**config.mk**
```make
export PLATFORM = sky130hd
export DESIGN_NAME = pkt_leaf_rx
export DESIGN_NICKNAME = d
export VERILOG_FILES = /design/src/rtl/pkt_leaf_rx.sv
export SDC_FILE = /design/constraint.sdc
export NUM_CORES = 1
export LEC_CHECK = 0
export ABC_AREA = 0
export CAP_MARGIN = 20
export CORE_MARGIN = 4
export CORE_UTILIZATION = 55
export DETAILED_ROUTE_END_ITERATION = 10
export DONT_BUFFER_PORTS = 1
export GPL_ROUTABILITY_DRIVEN = 0
export PLACE_DENSITY = 0.84
export SLEW_MARGIN = 20
export SYNTH_ARGS = -nofsm -noshare
export SYNTH_HDL_FRONTEND = slang
export SYNTH_SLANG_ARGS = --single-unit
```
**constraint.sdc**
```tcl
create_clock -name clk -period 2.35 [get_ports clk]
set_input_delay 0.3525 -clock clk [delete_from_list [all_inputs] [get_ports clk]]
set_output_delay 0.3525 -clock clk [all_outputs]
set_load 0.02 [all_outputs]
```
**src/rtl/pkt_leaf_rx.sv**
```systemverilog
// Leaf receiver: 4-phase req/ack capture, address filter, FWFT FIFO to PE.
// Ports: clk, rst (sync, active-high); pkt_req/pkt_data/pkt_ack (sender);
//   out_valid/out_ready/out_src/out_payload (PE); fifo_count, drop_count.
module pkt_leaf_rx #(
  parameter int                    WIDTH      = 47,
  parameter int                    WIDTH_ADDR = 3,
  parameter logic [WIDTH_ADDR-1:0] ADDRESS    = '0,
  parameter int                    DEPTH      = 4,
  parameter int                    CNT_WIDTH  = 8
) (
  input  logic                          clk,
  input  logic                          rst,
  input  logic                          pkt_req,
  input  logic [WIDTH-1:0]              pkt_data,
  output logic                          pkt_ack,
  output logic                          out_valid,
  input  logic                          out_ready,
  output logic [WIDTH_ADDR-1:0]         out_src,
  output logic [WIDTH-2*WIDTH_ADDR-1:0] out_payload,
  output logic [$clog2(DEPTH):0]        fifo_count,
  output logic [CNT_WIDTH-1:0]          drop_count
);

  localparam int PW = WIDTH - WIDTH_ADDR;
  localparam int AW = $clog2(DEPTH);
  localparam int CW = AW + 1;

  typedef enum logic [1:0] {
    S_IDLE,
    S_CAPTURE,
    S_ACK
  } state_t;

  state_t               r_state;
  logic                 r_req_s1;
  logic                 r_req_s2;
  logic                 r_ack;
  logic [AW-1:0]        r_wr_ptr;
  logic [AW-1:0]        r_rd_ptr;
  logic [CW-1:0]        r_count;
  logic [CNT_WIDTH-1:0] r_drop;
  logic [PW-1:0]        r_mem [DEPTH];

  logic                 w_match;
  logic                 w_push;
  logic                 w_pop;
  logic [PW-1:0]        w_head;

  assign w_match = pkt_data[WIDTH-1 -: WIDTH_ADDR] == ADDRESS;
  assign w_push  = (r_state == S_CAPTURE) && w_match;
  assign w_pop   = (r_count != '0) && out_ready;
  assign w_head  = r_mem[r_rd_ptr];

  always_ff @(posedge clk) begin
    if (rst) begin
      r_state  <= S_IDLE;
      r_req_s1 <= 1'b0;
      r_req_s2 <= 1'b0;
      r_ack    <= 1'b0;
      r_wr_ptr <= '0;
      r_rd_ptr <= '0;
      r_count  <= '0;
      r_drop   <= '0;
    end else begin
      r_req_s1 <= pkt_req;
      r_req_s2 <= r_req_s1;

      unique case (r_state)
        S_IDLE: begin
          // Full FIFO: ack is withheld, sender stalls.
          if (r_req_s2 && (r_count < CW'(DEPTH)))
            r_state <= S_CAPTURE;
        end
        S_CAPTURE: begin
          r_state <= S_ACK;
          r_ack   <= 1'b1;
          if (!w_match && (r_drop != '1))
            r_drop <= r_drop + 1'b1;
        end
        S_ACK: begin
          if (!r_req_s2) begin
            r_state <= S_IDLE;
            r_ack   <= 1'b0;
          end
        end
        default: begin
          r_state <= S_IDLE;
          r_ack   <= 1'b0;
        end
      endcase

      if (w_push)
        r_wr_ptr <= r_wr_ptr + 1'b1;
      if (w_pop)
        r_rd_ptr <= r_rd_ptr + 1'b1;

      unique case ({w_push, w_pop})
        2'b10:   r_count <= r_count + 1'b1;
        2'b01:   r_count <= r_count - 1'b1;
        default: r_count <= r_count;
      endcase
    end
  end

  // Storage has no reset; pointer reset makes old entries unreachable.
  always_ff @(posedge clk) begin
    if (w_push)
      r_mem[r_wr_ptr] <= pkt_data[PW-1:0];
  end

  assign pkt_ack     = r_ack;
  assign out_valid   = r_count != '0;
  assign out_src     = w_head[PW-1 -: WIDTH_ADDR];
  assign out_payload = w_head[PW-WIDTH_ADDR-1:0];
  assign fifo_count  = r_count;
  assign drop_count  = r_drop;

endmodule

```
==> results.txt, run 1 <==
The depth of the CTS H-tree came out at 4. Global routing used between 10% and 20% of the available tracks. In the layout the commonest cells are sky130_fd_sc_hd__edfxtp_1 (176), sky130_fd_sc_hd__mux4_2 (44), sky130_fd_sc_hd__dlygate4sd3_1 (24).

The setup TNS came out at 0 ps. The largest vdd supply drop came out at 0.444 mV. The sum of buffers and inverters on the critical path is 1. The achievable frequency came out at 468 MHz. The critical register-to-register path startpoint is fifo_count[2]. The slack of the critical path is 214 ps. The post-synthesis area per instance came out at 21.5 um^2. The die span in y came out at between 100 and 150 um. The area of the placeable core is 0.0132 mm^2. Setup repair after global routing left no endpoint under its margin.

The kind of end point of the critical path is a flip-flop. The worst register-to-register path has a depth of 7. The global-route wire length before repair is 19300 um.

The overflow left after global routing came out at 0. For the finished layout, the period the worst path requires is 2140 ps. The maximum fanout count along the critical path is 6. The via count of the first global-routing pass came to 3404. The flow ran to the end, and the final reports show no timing, DRC or antenna violations.

The final route contains 3324 vias. Summed over its instances, the top area cell type makes up 71.6% of the synthesized netlist area. The maximum buffer depth of the clock tree is 2. The predominant post-synthesis flop cell is sky130_fd_sc_hd__edfxtp_1. The final setup violation count came out at 0. In this run the critical register-to-register path is captured at fifo_count[2]. The post-synthesis cell count came out at ~340. The initial antenna violation count was 0.

The width of the chip is 124 um. The synthesized design spends more area on one cell type than any other, namely sky130_fd_sc_hd__edfxtp_1. The proportion of synthesized flip-flops having asynchronous set or reset came out at 0%. TritonCTS built the clock tree. The DRC violation count after routing is 0.

The final number of hold-violating endpoints came out at 0. In the final design database the tool counted about 440 nets. The total clock sinks is approximately 200. The kind of path behind the tightest hold check is primary input to flip-flop. The flop and latch count out of synthesis is roughly 200. The largest net degree at the start of global routing came out at 45. The minimum setup slack among reg-to-reg paths came out at between 200 and 250 ps. The average wire length per cell after detail routing came out at around 23 um.

The clock root buffer is sky130_fd_sc_hd__clkbuf_16. Among all stages on the critical path, the largest delay is contributed by sky130_fd_sc_hd__dfxtp_1. Sequential elements use about 78% of the synthesized area. The leakage dissipation came out at 0.00262 uW. The data required time at the worst endpoint is roughly 2700 ps. The synthesized cell area came out at 0.00739 mm^2. The number of nets produced by synthesis is 402. The worst setup path is of the flip-flop to flip-flop kind. After clock tree synthesis, the setup repair step added 0 buffers.

The number of top-level pins came out at 108. Clock-pin slew was measured on the worst setup and hold paths at 60 ps. The number of CTS-inserted buffers came out at 17. The data arrival at the endpoint of the critical path is 2480 ps. The hold-critical path depth came out at 0. The overall die area is 0.0153 mm^2.

The floorplan has 42 rows. The starting density of the core is 56.0%. Across the routed clock network, the largest skew measured is 7.57 ps. The worst hold slack across all endpoints came out at between 30 and 40 ps.

The slew of the pin with the lowest slew margin is 633 ps. The number of different library cells in the post-synthesis netlist is 42. The final count of pins violating max slew came to 0. The library cell used most frequently in the layout, excluding fill and tap cells, is sky130_fd_sc_hd__edfxtp_1. The critical hold path startpoint is pkt_data[4]. The cell family contributing the most delay on the critical path is adder cells. The count of nets left with antenna violations after detail routing is 0. The layout overhead on the synthesized area is 14.6%. By area the synthesized netlist is led by sky130_fd_sc_hd__edfxtp_1 (72%), sky130_fd_sc_hd__mux4_2 (13%), sky130_fd_sc_hd__dfxtp_1 (6.0%). The sum of routed wire length over all layers came out at 13000 um. In this run the tool buffered the top-level ports with 0 buffer cells. The signal on the critical path passes through o31a_1, ha_1, inv_1, fa_1, xor2_1, or3_1, a21oi_1.

The final critical path takes up just over 90% of the cycle. 0 antenna diodes ended up in the layout. Before CTS, the worst setup slack after placement is 181 ps. The worst setup path is launched from a flip-flop. The post-route netlist has a little under a quarter of its cells at a drive strength greater than 1. The number of detailed-routing iterations run before antenna repair is 4. The cell area power density came out at 777 mW/mm^2. The number of max-cap violations came out at 0.

The hold-critical path endpoint is r_mem[3][4]. The remaining max-slew budget at the tightest pin came out at ~58%. The delay contributed by the slowest stage of the critical path came out at between 500 and 600 ps.

The count of synthesis-stage warnings from yosys is 0. Detailed placement finished with a half-perimeter wire length of 7890 um. The number of fill cells is 847. The number of flops mapped to enable cells by yosys is 176.

At the later pin of the worst-skew pair, clock insertion delay measures approximately 400 ps. The first routing iteration left 291 violations. The vias per cell is 5.83.
==> how the worst max path moves through the flow <==
stage	from	slack [ps]	cells after the start	to
after global routing	fifo_count[2]	70	7	fifo_count[2]
after CTS	flip-flop	180	2	out_payload[40]
final	fifo_count[2]	210	7	fifo_count[2]
after floorplan	r_state[0]	90	3	r_mem[0][0]
after detailed placement	pkt_data[45]	180	9	fifo_count[2]
after global placement	pkt_data[45]	260	9	fifo_count[2]
==> cells in the mapped netlist (2+ instances only) <==
master	number
sky130_fd_sc_hd__mux4_2	44
sky130_fd_sc_hd__and3_1	5
sky130_fd_sc_hd__nor2_1	14
sky130_fd_sc_hd__nand3_1	2
sky130_fd_sc_hd__nor4_1	2
sky130_fd_sc_hd__a21oi_1	5
sky130_fd_sc_hd__buf_1	5
sky130_fd_sc_hd__inv_1	8
sky130_fd_sc_hd__a31oi_1	4
sky130_fd_sc_hd__nand2_1	4
sky130_fd_sc_hd__buf_4	4
sky130_fd_sc_hd__xor2_1	4
sky130_fd_sc_hd__xnor2_1	2
sky130_fd_sc_hd__buf_2	3
sky130_fd_sc_hd__ha_1	6
sky130_fd_sc_hd__a211oi_1	3
sky130_fd_sc_hd__a311oi_1	2
sky130_fd_sc_hd__nand4_1	2
sky130_fd_sc_hd__dfxtp_1	22
sky130_fd_sc_hd__nor2b_1	4
sky130_fd_sc_hd__or3_1	3
sky130_fd_sc_hd__edfxtp_1	176
==> state kept, by name, summed over array words and instances (netlist names), named ones only <==
signal / count
r_req_s2: 1
r_req_s1: 1
r_state: 2
pkt_ack: 1
r_mem: 176
r_wr_ptr: 2
fifo_count: 3
r_rd_ptr: 2
drop_count: 8
==> report_power, final <==
| group | internal (uW) | leakage [uW] | switching [uW] |
|---|---|---|---|
| clock network | 1460 | 0.000273 | 1170 |
| logic | 49.7 | 0.000584 | 56.1 |
| registers | 3830 | 0.00176 | 6.89 |
==> logic make-up (layout without fill, tap and decap cells) <==
kind of cell,count (synthesis),after routing,share of synthesized area (%)
fa+ha+maj,7,7,1.29
simple gates,46,46,3.59
flops,198,198,77.5
xor+xnor,6,6,0.711
buf+inv,22,72,1.39
mux,46,46,13.8
compound gates,19,19,1.74
==> area by class of cell <==
class                   instances  area, um^2  area share, %
clock buffers                  23         480           5.67
clock inverters                 9        67.6          0.798
inverters                       8        30.0          0.355
multi-input cells             124        1560           18.5
flip-flops and latches        198        5730           67.7
well taps                     176         220           2.60
repair buffers                 32         375           4.43
==> metrics by stage <==
step / cell area, um^2 / power [uW] / util, % / instances
global route: 8470 / 6800 / 64.2 / 570
finish: 8470 / 6580 / 64.2 / 570
CTS: 8240 / 6580 / 62.4 / 547
global placement: 7680 / 3970 / 58.2 / 514
floorplan: 7390 / 3970 / - / 344
detailed placement: 7680 / 3970 / 58.2 / 514
==> per-layer routing <==
metal / share of wire, % / routed length (um) / vias up / global-route usage, %
met1: 37 / 4850 / 1693 / 20.2
met5: 0 / 0 / - / 0
met3: 9.0 / 1170 / 9 / 8.22
met4: 0.99 / 129 / 0 / 5.67
met2: 53 / 6870 / 131 / 29.2
li1: - / - / 1491 / -
==> what timing repair did <==
item | 4_1_cts | 5_1_grt
gates resized for setup | 0 | 0
setup endpoints to repair | 0 | 0
hold buffers | 1 | 23
hold endpoints to repair | 19 | 78
Power figures use the tool's default switching activity.
==> run 2, diff against run 1 <==
- CORE_MARGIN: 4 -> 1
- TNS_END_PERCENT: default -> 5
==> run 2 against run 1 <==
Compared with the run above:
- routed wire length grew 4.6%
- non-clock buffer count grew 27
- flip-flop and latch count is the same
- setup slack lost 58 ps
- critical endpoint unchanged
- largest cell class unchanged
- highest routed layer unchanged
==> results.txt, run 2 (synthesized netlist as in run 1, its figures left out) <==
The proportion of layout cells with a drive suffix above 1 came out at 23.0% (was 23.6%). The most frequent standard cell in the layout excluding fill and tap cells was sky130_fd_sc_hd__edfxtp_1 (unchanged). The worst clock skew came out at 9.58 ps (was 7.57 ps). The number of detailed-routing iterations run before antenna repair came to 6 (was 4). The insertion delay to the later sink of the worst-skew pair came out at 430 ps (was 410 ps).

The flip-flop count of the largest register after layout came out at 176 (unchanged). The overall fraction of global-route tracks in use came out at 21.2% (was 17.6%). The total clock sinks came out at 198 (unchanged). The overall die area came out at 0.0139 mm^2 (was 0.0153 mm^2).

The CTS tree is done (unchanged). The sum of buffers and inverters on the critical path is 1 (unchanged). The global-route wire length before repair is 21200 um (was 19300 um). The number of top-level pins came to 108 (unchanged). The number of nets in the final layout came out at 466 (was 439). The number of cells on the worst reg-to-reg path came out at 7 (unchanged). The overall power consumption came to 6770 uW (was 6580 uW). The largest net degree at the start of global routing is 45 (unchanged).

Result of the run: finished clean (unchanged). The final standard cell utilization of the core came out at 68.2% (was 64.2%). The clock root buffer is sky130_fd_sc_hd__clkbuf_16 (unchanged).

Series of cell instances along the critical path: o31a_1, ha_1, inv_1, fa_1, xor2_1, or3_1, a21oi_1 (unchanged). The largest register by flop count is r_mem (unchanged). The hold-critical path depth came out at 1 (was 0). The instance area after placement was 0.00771 mm^2 (was 0.00768 mm^2). The final number of hold-violating endpoints is 0 (unchanged). The via count of the first global-routing pass came out at 3677 (was 3404). The number of DRC violations after detailed-routing iteration 0 is 279 (was 291). The die span in y was 118 um (was 124 um). The layout overhead on the synthesized area came out at 18.9% (was 14.6%). The pre-CTS setup slack is 153 ps (was 181 ps). The data arrival at the endpoint of the critical path came to 2540 ps (was 2480 ps). The cell with the biggest individual delay on the critical path is sky130_fd_sc_hd__dfxtp_1 (unchanged). The critical hold path startpoint is pkt_req (was pkt_data[4]).

The minimum setup slack among reg-to-reg paths is 160 ps (was 210 ps). The kind of end point of the critical path is a flip-flop (unchanged). The count of nets left with antenna violations after detail routing came to 0 (unchanged). The post-route cell area is 0.00878 mm^2 (was 0.00847 mm^2). The hold-critical path endpoint is r_req_s1 (was r_mem[3][4]). The final critical-path share of the clock period was 93.4% (was 90.9%).

The overflow left after global routing came out at 0 (unchanged). The clock-pin slew of the registers on the worst-case setup and hold paths is 60 ps (about the same). The setup TNS is 0 ps (unchanged). The average wire length per cell after detail routing came to 23.0 um (was 22.8 um). The maximum buffer depth of the clock tree is 2 (unchanged). The slew of the pin with the lowest slew margin came to 634 ps (was 633 ps). Most frequent cells in the layout: sky130_fd_sc_hd__edfxtp_1 (176), sky130_fd_sc_hd__dlygate4sd3_1 (49), sky130_fd_sc_hd__mux4_2 (44) (was sky130_fd_sc_hd__edfxtp_1 (176), sky130_fd_sc_hd__mux4_2 (44), sky130_fd_sc_hd__dlygate4sd3_1 (24)). The antenna diode count is 0 (unchanged).

The leakage dissipation came out at 0.00276 uW (was 0.00262 uW). The cell area power density is 770 mW/mm^2 (was 777 mW/mm^2). The count of buffers from port buffering came to 0 (unchanged). The critical register-to-register path startpoint is fifo_count[0] (was fifo_count[2]). The largest vdd supply drop is 0.505 mV (was 0.444 mV). The vias per cell is 5.90 (was 5.83). The remaining max-slew budget at the tightest pin is 57.6% (was 57.7%). The startpoint type of the worst setup path is a flip-flop (unchanged). The sum of routed wire length over all layers came out at 13600 um (was 13000 um). The kind of critical path is flip-flop to flip-flop (unchanged). The HPWL reported at the end of detailed placement is 7960 um (was 7890 um). The family with the most delay on the worst path is adder cells (unchanged). The number of resized instances in the post-cts repair step was 0 (unchanged). The number of vias in the routed layout came out at 3496 (was 3324). The slack of the critical path is 156 ps (was 214 ps). The final count of pins violating max slew came out at 0 (unchanged). The number of max-cap violations is 0 (unchanged).

The final setup violation count came out at 0 (unchanged). Setup repair after global routing missed its margin: no (unchanged). The delay contributed by the slowest stage of the critical path came to 530 ps (was 520 ps). The final critical path time including I/O delays and setup is 2190 ps (was 2140 ps). The end of the worst register-to-register path was fifo_count[2] (unchanged). The area of the placeable core was 0.0129 mm^2 (was 0.0132 mm^2). The starting density of the core is 57.4% (was 56.0%). The number of CTS-inserted buffers came to 17 (unchanged). The standard-cell row count is 41 (was 42). The kind of path behind the tightest hold check is primary input to flip-flop (unchanged).

The width of the chip came out at 118 um (was 124 um). The DRC violation count after routing came to 0 (unchanged). The achievable frequency came to 456 MHz (was 468 MHz). The maximum fanout count along the critical path is 5 (was 6). The depth of the CTS H-tree is 4 (unchanged).

The initial antenna violation count is 0 (unchanged). The data required time at the worst endpoint was 2700 ps (was 2690 ps).
==> run 2: cell types whose count changed in the layout (fill, tap and decap cells not counted), sizes merged <==
cell / before / now
dlygate4sd3: 24 / 49
buf: 8 / 10
clkbuf: 23 / 24
inv: 13 / 12
==> run 2: layout make-up <==
| cell class | count | area [um^2] |
|---|---|---|
| Sequential cell | 198 | 5730 |
| Fill cell | 790 | 4090 |
| Multi-Input combinational cell | 124 | 1560 |
| Timing Repair Buffer | 59 | 666 |
| Clock buffer | 24 | 519 |
| Tap cell | 172 | 215 |
| Clock inverter | 8 | 58.8 |
| Inverter | 8 | 30.0 |
==> run 2: what timing repair did <==
| item | in CTS | in global routing |
|---|---|---|
| hold buffers | 38 | 11 |
| setup buffers | 0 | 0 |
| hold endpoints to repair | 159 | 36 |
==> run 2: layer usage <==
layer	global-route usage [%]	vias to the layer above	part of all wire (%)
met1	25.5	1802	40
met3	7.46	19	6.1
li1	-	1541	-
met2	34.6	134	52
met4	9.13	0	2.0
met5	0	-	0
==> run 2: how the worst max path moves through the flow <==
stage | start | cells past startpoint | endpoint
floorplan | r_state[0] | 3 | r_mem[0][0]
global placement | pkt_data[45] | 9 | fifo_count[2]
detailed placement | pkt_data[45] | 9 | fifo_count[2]
CTS | flip-flop | 2 | out_payload[25]
global route | fifo_count[0] | 7 | fifo_count[2]
finish | fifo_count[0] | 7 | fifo_count[2]
==> run 2: power breakdown <==
group          switching (uW)  leakage [uW]  total (uW)  internal, uW
combinational            79.0      0.000705         157          78.2
clock                    1210      0.000290        2770          1560
sequential               7.06       0.00176        3840          3830
==> run 2: worst reg2reg max path: cells and delay by family (launching register included) <==
| family | cells | cell delay, ps |
|---|---|---|
| AOI/OAI and AO/OA | 2 | 430 |
| adders and majority gates | 2 | 590 |
| and+or+nand+nor | 1 | 330 |
| xor gates and xnor gates | 1 | 170 |
| DFF | 1 | 530 |
| buffers and inverters | 1 | 60 |
==> run 2: metrics by stage <==
step / std cells / hold WS (ps)
5_1_grt: 593 / 63.4
3_5_place_dp: 512 / 420
2_1_floorplan: 344 / 414
3_3_place_gp: 512 / 421
4_1_cts: 582 / 0.814
6_report: 593 / 68.4
==> run 3, diff against run 2 <==
- CTS_BUF_LIST: default -> sky130_fd_sc_hd__clkbuf_8
- CTS_CLUSTER_DIAMETER: default -> 120
==> run 3 against run 2 <==
Compared with the run above:
- count of clock-buffer cells in the layout is 6 lower
- largest cell class unchanged
- sequential share of layout area rose by 1.8 points
- die area stayed put
- first-iteration DRC count grew 16%
- worst hold slack worse by 26 ps
- largest power group unchanged
- core utilization down 1.8 points
- clock power is 25% lower
- final area is 2.7% lower
- routed wire length decreased by 5.2%
- critical path depth stayed put
- critical path type unchanged
==> results.txt, run 3 (synthesized netlist as in run 1, its figures left out) <==
The overflow left after global routing is 0 (unchanged). The cell area power density was 709 mW/mm^2 (was 770 mW/mm^2). The depth of the CTS H-tree came out at 4 (unchanged).

The data arrival at the endpoint of the critical path is 2570 ps (was 2540 ps). The layout overhead on the synthesized area is 15.7% (was 18.9%). The number of vias in the routed layout is 3456 (was 3496). The sequential cell area came to 0.00573 mm^2 (unchanged). The count of buffers from port buffering is 0 (unchanged).

The number of nets in the final layout came out at 462 (was 466). The antenna diode count came to 0 (unchanged). The remaining max-slew budget at the tightest pin came out at 58.0% (was 57.6%).

The DRC violation count after routing came out at 0 (unchanged). The CTS tree is done (unchanged). The number of CTS-inserted buffers is 17 (unchanged).

The most frequent standard cell in the layout excluding fill and tap cells is sky130_fd_sc_hd__edfxtp_1 (unchanged). The standard-cell row count came out at 41 (unchanged). The average wire length per cell after detail routing is 21.9 um (was 23.0 um).

The final non-filler cell total came out at 589 (was 593). The kind of path behind the tightest hold check is primary input to flip-flop (unchanged). The slew of the pin with the lowest slew margin is 629 ps (was 634 ps).

The met1 track demand over resource in global routing is 24.5% (was 25.5%). The overall fraction of global-route tracks in use came to 20.0% (was 21.2%). The vias per cell is 5.87 (was 5.90).

The combined area of the multi-input logic cells is 0.00156 mm^2 (unchanged). The HPWL reported at the end of detailed placement is 7960 um (unchanged). The final critical path time including I/O delays and setup came out at 2200 ps (was 2190 ps). The die span in y is 118 um (unchanged). The count of nets left with antenna violations after detail routing is 0 (unchanged). The maximum fanout count along the critical path came out at 5 (unchanged). The initial antenna violation count is 0 (unchanged). The number of fill cells came out at 781 (was 790). The met2 usage is 33.7% (was 34.6%).

The kind of critical path was flip-flop to flip-flop (unchanged). The largest net degree at the start of global routing is 45 (unchanged). Most frequent cells in the layout: sky130_fd_sc_hd__edfxtp_1 (176), sky130_fd_sc_hd__dlygate4sd3_1 (45), sky130_fd_sc_hd__mux4_2 (44) (was sky130_fd_sc_hd__edfxtp_1 (176), sky130_fd_sc_hd__dlygate4sd3_1 (49), sky130_fd_sc_hd__mux4_2 (44)).

The width of the chip is 118 um (unchanged). The clock root buffer is sky130_fd_sc_hd__clkbuf_8 (was sky130_fd_sc_hd__clkbuf_16). The global-route wire length before repair is 20300 um (was 21200 um). The number of DRC violations after detailed-routing iteration 0 came to 324 (was 279). The starting density of the core is 57.4% (unchanged).

The final setup violation count came to 0 (unchanged). The total clock sinks is 198 (unchanged). The final critical-path share of the clock period is 93.7% (was 93.4%). The worst hold slack across all endpoints came out at 42.8 ps (was 68.4 ps). The number of detailed-routing iterations run before antenna repair came out at 5 (was 6).

The largest register by flop count is r_mem (unchanged). The number of cells after detailed placement is 512 (unchanged). The startpoint type of the worst setup path was a flip-flop (unchanged).

The area of the placeable core came out at 0.0129 mm^2 (unchanged). The clock-pin slew of the registers on the worst-case setup and hold paths came out at 90 ps (was 60 ps). The maximum buffer depth of the clock tree is 2 (unchanged). The largest vdd supply drop came to 0.380 mV (was 0.505 mV). The achievable frequency is 454 MHz (was 456 MHz). The final count of pins violating max slew is 0 (unchanged). The busiest layer in global routing is met2 (unchanged).

The overall die area came to 0.0139 mm^2 (unchanged). The setup TNS is 0 ps (unchanged). The worst clock skew is 9.25 ps (was 9.58 ps).

The flip-flop count of the largest register after layout came to 176 (unchanged). The kind of end point of the critical path is a flip-flop (unchanged). Result of the run: finished clean (unchanged). Setup repair after global routing missed its margin: no (unchanged). The leakage dissipation is 0.00266 uW (was 0.00276 uW).

The sum of routed wire length over all layers came out at 12900 um (was 13600 um). The met3 capacity usage during global routing came out at 5.57% (was 7.46%). The via count of the first global-routing pass came out at 3641 (was 3677). The proportion of layout cells with a drive suffix above 1 came out at 22.3% (was 23.0%). The insertion delay to the later sink of the worst-skew pair is 450 ps (was 430 ps).

The number of top-level pins is 108 (unchanged). The final number of hold-violating endpoints came out at 0 (unchanged). The data required time at the worst endpoint was 2720 ps (was 2700 ps). The number of max-cap violations is 0 (unchanged).
## run 3: final cells by class
class                           count  share of cell area (%)
Inverter                            8                   0.351
Clock buffer                       18                    2.90
Clock inverter                     14                    1.57
Sequential cell                   198                    67.1
Tap cell                          172                    2.52
Timing Repair Buffer               55                    7.32
Multi-Input combinational cell    124                    18.3
## run 3: layer usage
| metal | vias up | wire length (um) |
|---|---|---|
| li1 | 1526 | - |
| met5 | - | 0 |
| met1 | 1773 | 5110 |
| met4 | 0 | 267 |
| met3 | 22 | 763 |
| met2 | 135 | 6770 |
## run 3: where the power goes
group | internal [uW] | switching (uW) | leakage, uW
Clock | 967 | 1110 | 0.000209
Sequential | 3830 | 6.92 | 0.00176
Combinational | 73.7 | 77.0 | 0.000688
## run 3: metrics by stage
stage	cell area, um^2	total power, uW	util, %	setup WS [ps]
detailed placement	7710	3970	59.9	153
floorplan	7390	3970	-	92.6
CTS	8550	6100	66.4	126
global placement	7710	3970	59.9	261
global route	8550	6230	66.4	13.6
finish	8550	6060	66.4	149
## run 3: critical path, stage by stage, from the launching register on
cell and delay, ps:
sky130_fd_sc_hd__dfxtp_1 540, sky130_fd_sc_hd__o31a_1 260, sky130_fd_sc_hd__ha_1 220, sky130_fd_sc_hd__inv_1 60, sky130_fd_sc_hd__fa_1 370, sky130_fd_sc_hd__xor2_1 170, sky130_fd_sc_hd__or3_1 330, sky130_fd_sc_hd__a21oi_1 170
## run 3: repair_timing
item	in CTS	in global routing
hold buffers	45	0
setup buffers	0	0
gates resized for setup	0	0
endpoints found under the hold margin	195	0
## run 3: path summary, 6_finish.rpt
check | from | endpoint | slack [ps] | cells past startpoint
max | fifo_count[0] | fifo_count[2] | 150 | 7
min | rst | drop_count[7] | 40 | 2
max reg2reg | fifo_count[0] | fifo_count[2] | 150 | 7
min reg2reg | r_req_s1 | r_req_s2 | 460 | 1
